`src/rtl/hazard_unit.sv`:
```
// Load-use hazard detection with a shadow EX/MEM/WB copy of destination-register info.
// Optional HAZARD_PERF_EN adds a saturating 16-bit stall cycle counter (stall_count).
module hazard_unit #(
  parameter int unsigned REGW = 5
) (
  input  logic            CLK,
  input  logic            nRST,
  input  logic            pipe_en,
  input  logic            flush,
  input  logic [REGW-1:0] id_rs,
  input  logic [REGW-1:0] id_rt,
  input  logic            id_regwr,
  input  logic [REGW-1:0] id_wsel,
  input  logic            id_memread,
  input  logic            id_lui,
  output logic            stall,
  output logic            mem_regwr,
  output logic [REGW-1:0] mem_wsel,
  output logic            mem_lui,
  output logic            wb_regwr,
  output logic [REGW-1:0] wb_wsel
`ifdef HAZARD_PERF_EN
  ,
  output logic [15:0]     stall_count
`endif
);

  logic            ex_regwr_q, ex_memread_q, ex_lui_q;
  logic [REGW-1:0] ex_wsel_q;
  logic            mem_regwr_q, mem_lui_q;
  logic [REGW-1:0] mem_wsel_q;
  logic            wb_regwr_q;
  logic [REGW-1:0] wb_wsel_q;

  logic            ins_regwr, ins_memread, ins_lui;
  logic [REGW-1:0] ins_wsel;

  // Insert rule keeps EX wsel nonzero whenever regwr is set, so no $0 check here.
  assign stall = ex_regwr_q & ex_memread_q & ((ex_wsel_q == id_rs) | (ex_wsel_q == id_rt));

  always_comb begin
    ins_regwr   = id_regwr & (id_wsel != '0);
    ins_wsel    = id_wsel;
    ins_memread = id_memread;
    ins_lui     = id_lui;
    if (flush || stall) begin
      ins_regwr   = 1'b0;
      ins_wsel    = '0;
      ins_memread = 1'b0;
      ins_lui     = 1'b0;
    end
  end

  always_ff @(posedge CLK or negedge nRST) begin
    if (!nRST) begin
      ex_regwr_q   <= 1'b0;
      ex_wsel_q    <= '0;
      ex_memread_q <= 1'b0;
      ex_lui_q     <= 1'b0;
      mem_regwr_q  <= 1'b0;
      mem_wsel_q   <= '0;
      mem_lui_q    <= 1'b0;
      wb_regwr_q   <= 1'b0;
      wb_wsel_q    <= '0;
    end else if (pipe_en) begin
      wb_regwr_q   <= mem_regwr_q;
      wb_wsel_q    <= mem_wsel_q;
      mem_regwr_q  <= ex_regwr_q;
      mem_wsel_q   <= ex_wsel_q;
      mem_lui_q    <= ex_lui_q;
      ex_regwr_q   <= ins_regwr;
      ex_wsel_q    <= ins_wsel;
      ex_memread_q <= ins_memread;
      ex_lui_q     <= ins_lui;
    end
  end

  assign mem_regwr = mem_regwr_q;
  assign mem_wsel  = mem_wsel_q;
  assign mem_lui   = mem_lui_q;
  assign wb_regwr  = wb_regwr_q;
  assign wb_wsel   = wb_wsel_q;

`ifdef HAZARD_PERF_EN
  logic [15:0] stall_count_q;

  always_ff @(posedge CLK or negedge nRST) begin
    if (!nRST) begin
      stall_count_q <= '0;
    end else if (stall && pipe_en && (stall_count_q != 16'hFFFF)) begin
      stall_count_q <= stall_count_q + 16'd1;
    end
  end

  assign stall_count = stall_count_q;
`endif

endmodule

```
`config.mk`:
```
export PLATFORM = sky130hd
export DESIGN_NAME = hazard_unit
export DESIGN_NICKNAME = d
export VERILOG_FILES = /design/src/rtl/hazard_unit.sv
export SDC_FILE = /design/constraint.sdc
export NUM_CORES = 1
export LEC_CHECK = 0
export CAP_MARGIN = 5
export CORE_MARGIN = 10
export CORE_UTILIZATION = 60
export CTS_CLUSTER_SIZE = 20
export DETAILED_ROUTE_END_ITERATION = 8
export DONT_BUFFER_PORTS = 1
export PLACE_DENSITY_LB_ADDON = 0.08
export SLEW_MARGIN = 30
export SYNTH_ARGS = -nofsm -noshare
export SYNTH_HDL_FRONTEND = slang
export SYNTH_SLANG_ARGS = --single-unit
```
`constraint.sdc`:
```
create_clock -name CLK -period 2.84 [get_ports CLK]
set_clock_uncertainty 0.2 [all_clocks]
set_input_delay 0.142 -clock CLK [delete_from_list [all_inputs] [get_ports CLK]]
set_output_delay 0.142 -clock CLK [all_outputs]
set_load 0.01 [all_outputs]
```
# --- Word-level counts from Yosys, hierarchy flattened ---
# Cells that the tools add are included.
totals:
  register_bits: 21
  in_bits: 22
  output_inout_bits: 14
  word_cells: 21
op_classes:
  n_eq_ne: 2
  mux: 4
  n_bitwise: 4
  n_reduce_logical: 2
op_table:
  columns: ["cell", "count"]
  rows:
  - ["== test 5 bit", 2]
  - ["two-way mux 5 bit", 1]
  - ["nonzero test 5 bit", 1]
  - ["AND 1 bit", 3]
  - ["two-way mux 1 bit", 3]
  - ["logical OR 1 bit", 1]
  - ["OR 1 bit", 1]

# --- Logic depth before layout (Yosys ltp) ---
depth:
  depth_word: 5
  mapped_depth: 4
  mapped_depth_nobuf: 4

# --- Worst setup path before layout ---
# No wires, ideal clock.
synth_timing:
  path_type: "reg2reg"
  from: "reg ex_wsel_q[0]"
  to: "reg ex_regwr_q"
  setup_ns: 0.141
  arrival_time_ns: 1.124
  t_required_ns: 2.499
  path_slack_ns: 1.375
  path_stages_with_launch: 5
  path_buffers: 0
  period_less_slack_ns: 1.465
  cell_sequence: "dfrtp_1 xnor2_1 nand4_1 o22ai_4 o22ai_1"
synth_via:
  elab_chain_cells: 5
  elab_cells_between_ends: 6
  cone_classes: "2 x eq/ne; 1 x mux; 2 x bitwise; 1 x reduce/logical"
synth_lines:
  columns: ["item", "line_no", "rtl"]
  rows:
  - ["start, declared", "29", "logic [REGW-1:0] ex_wsel_q;"]
  - ["start signal, assigned", "72", "ex_wsel_q <= ins_wsel;"]
  - ["== test 5 bit", "39", "assign stall = ex_regwr_q & ex_memread_q & ((ex_wsel_q == id_rs) | (ex_wsel_q == id_rt));"]
  - ["OR 1 bit (*)", "39", null]
  - ["AND 1 bit (*)", "39", null]
  - ["net stall", "16", "output logic stall,"]
  - ["logical OR 1 bit (*)", "46", "if (flush || stall) begin"]
  - ["two-way mux 1 bit (*)", "46", null]
  - ["end signal, assigned", "71", "ex_regwr_q <= ins_regwr;"]
  - ["end, declared", "28", "logic ex_regwr_q, ex_memread_q, ex_lui_q;"]
# Mark *: on every way through the listed nets, which the timed path passes. The rest lies on a longest branch.
# A chain may end at the register's enable or synchronous reset.

# --- Worst setup path after layout ---
layout_timing:
  from: "reg ex_wsel_q[0]"
  to: "reg ex_wsel_q[0]"
layout_via:
  elab_chain_cells: 5
  elab_cells_between_ends: 6
  cone_classes: "2 x eq/ne; 1 x mux; 2 x bitwise; 1 x reduce/logical"
layout_lines:
  columns: ["item", "line_no"]
  rows:
  - ["== test 5 bit", "39"]
  - ["OR 1 bit (*)", "39"]
  - ["AND 1 bit (*)", "39"]
  - ["net stall", "16"]
  - ["logical OR 1 bit (*)", "46"]
  - ["two-way mux 5 bit (*)", "46"]
# Marks and branches as above.

==> results.md <==
* Status: finished clean
* Boundary pin count at 36
* Worst-path clk slew at ~0.11 ns
* Pre-Repair DR Iteration Count at 4
* Final hold vios at 0
* Row count at 14
* Vias at around 620
* Initial antenna violation count at 0
* Mapped Nets at just over 100
* Final ANT Viol Nets at 0
* Initial DRC Count at 25
* Most frequent cell after synthesis: dfrtp_1
* Tcrit/Tclk final at between 70% and 80%
* # Post-CTS Setup Buffers at 0
* Nets at ~110
* Port bufs at 0
* Multi-input logic area at 387 um2
* Vias in the first global route at 645
* Startpoint types: flop
* Max Slew Vio Count at 0
* Worst slew margin at 65.1%
* Share of layout cells above drive strength 1 at roughly a fifth
* Yosys top cell area share at between 50 and 60%
* Cells after DPL at 91
* Tightest Pin Transition at 0.524 ns
* Worst skew pair latency at ~0.29 ns
* F_max at approximately 450 MHz
* CTS Hold Bufs at 11
* CP Max Fanout at 9
* Pwr/cell area at 542 nW/um2
* Setup Viol. Count Final at 0
* CTS Root Cell: clkbuf_4
* Cts bufs inserted at 3
* First-pass GRT wire length at about 3200 um
* Fraction of registers with async set/reset at 100%
* Hold WC Path Type: in2reg
* Avg WL per Cell at 19.1 um
* Dpl cell area at 966 um2
* Seq cells post-synth at 21
* Worst reg2reg path depth at 5
* Final Core Density at 73.2%
* DRC viols at 0
* CTS tree: built
* Mapped Cells at roughly 80
* Die area at between 3000 and 4000 um2
* DRT met1 WL at 762 um
* Core area at between 1500 and 2000 um2
* CTS resizes at 0
* Final worst slack at 0.633 ns
* Die W at 60.1 um
* Placer Congestion at 0.792
* Synth area leader: dfrtp_1
* TNS Setup at 0 ns
* Metal3 WL at approximately 140 um
* Fill count at 106
* Via density at a little under 6
* Synth top area cells: dfrtp_1 (55%), mux2_2 (15%), xnor2_1 (9.1%)
* Pin count of the biggest net entering global routing at 30
* Area added between synthesis and finish at 14.4%
* Sequential area share after synthesis at between 50% and 60%
* Initial Util at approximately 64%
* Final instance area at around 1100 um2
* Mapped Area at between 900 and 1000 um2
* Dominant synthesized flop cell: dfrtp_1
* DIE HEIGHT at around 60 um
* Pre-CTS WS at 1.18 ns
* Worst EP arrival at roughly 2.2 ns
* Final worst path period need at about 2.2 ns
* Max Root-Sink Buffers at 2
* Clock sink total at 21
* Post-synthesis average cell area at 12.2 um2
* Hold depth at 3
* Register Area at about 530 um2
* Detailed placement HPWL at between 1500 and 2000 um
* Distinct cells, synth at 15
* Top Layer Used: met4
* Total global routing overflow at 0
* VDD IR-drop max at ~360 uV
* Max-cap violations at 0
* Crit Path Class: reg2reg
* Routed WL at 2050 um
* Post-synth EDFFs at 0
* Finished Layout Cells at approximately 110
* CTS H-tree lvls at 1
* RSZ-0062 raised after global routing: false
* Lkg Pwr at ~0.00047 uW
* Yosys warnings at 0
* CP required at 2.82 ns
* CP Capture Type: flop
* Post-synth top cells: dfrtp_1 (21), mux2_2 (13), xnor2_1 (10), inv_1 (9)
* ANT cells at 0
* Total Routing Usage GR at between 10% and 20%
* Wire length on met2 at 1140 um
[cells in the final DEF (no fill, tap or decap)]
| master | n |
|---|---|
| nand3_1 | 2 |
| clkbuf_4 | 3 |
| clkbuf_1 | 1 |
| dfrtp_1 | 21 |
| nand4_1 | 2 |
| xnor2_1 | 10 |
| dlygate4sd3_1 | 10 |
| inv_1 | 9 |
| buf_2 | 2 |
| or4_1 | 1 |
| o22ai_1 | 1 |
| nand2_1 | 7 |
| o32ai_1 | 7 |
| mux2_2 | 13 |
| o2111ai_1 | 1 |
| o22ai_4 | 1 |
[layer usage]
| layer | vias to the layer above | GRT usage [%] |
|---|---|---|
| met5 | - | 0 |
| met4 | 0 | 4.81 |
| met3 | 2 | 4.03 |
| met2 | 14 | 19.4 |
| met1 | 308 | 12.8 |
| li1 | 300 | - |
[cells by family after synthesis]
group,share of synthesized area [%]
compound gates,10.0
buf+inv,5.32
xor+xnor,9.09
simple gates,5.84
mux,15.2
flops,54.5
[state kept, by name (all words and copies together) (netlist names)]
register and flops:
ex_regwr_q 1, ex_memread_q 1, mem_lui 1, mem_wsel 5
wb_wsel 5, ex_wsel_q 5, wb_regwr 1, ex_lui_q 1
mem_regwr 1
[worst paths after layout]
path | from | end | slack, ns
max in group asynchronous | nRST | mem_wsel[2] | 2.00
max reg2reg | ex_wsel_q[0] | ex_wsel_q[0] | 0.63
min | id_wsel[4] | ex_regwr_q | 0.02
min in group asynchronous | nRST | ex_wsel_q[3] | 0.13
max | ex_wsel_q[0] | ex_wsel_q[0] | 0.63
min reg2reg | ex_lui_q | mem_lui | 0.34
[final cells by class]
class / count / area share, %
Inverter: 9 / 3.06
Multi-Input combinational cell: 45 / 35.1
Timing Repair Buffer: 12 / 9.99
Tap cell: 16 / 1.82
Sequential cell: 21 / 47.7
Clock buffer: 4 / 2.38
[metrics by stage]
stage          power [uW]  hold slack (ns)
2_1_floorplan         434           -0.354
3_3_place_gp          440           -0.353
3_5_place_dp          444           -0.353
4_1_cts               607           0.0330
5_1_grt               633           0.0794
6_report              597           0.0235
[critical path, stage by stage, from the launching register on]
cell           delay [ns]
dfrtp_1              0.44
xnor2_1              0.20
nand4_1              0.16
o22ai_4              0.36
o32ai_1              0.14
dlygate4sd3_1        0.59
[power breakdown]
group	internal [uW]	leakage (uW)	total [uW]	switching, uW
Clock	54.6	0.0000150	136	81.6
Combinational	51.8	0.000186	86.9	35.1
Sequential	333	0.000273	374	41.3
Total	439	0.000474	597	158
Power figures use the tool's default switching activity.
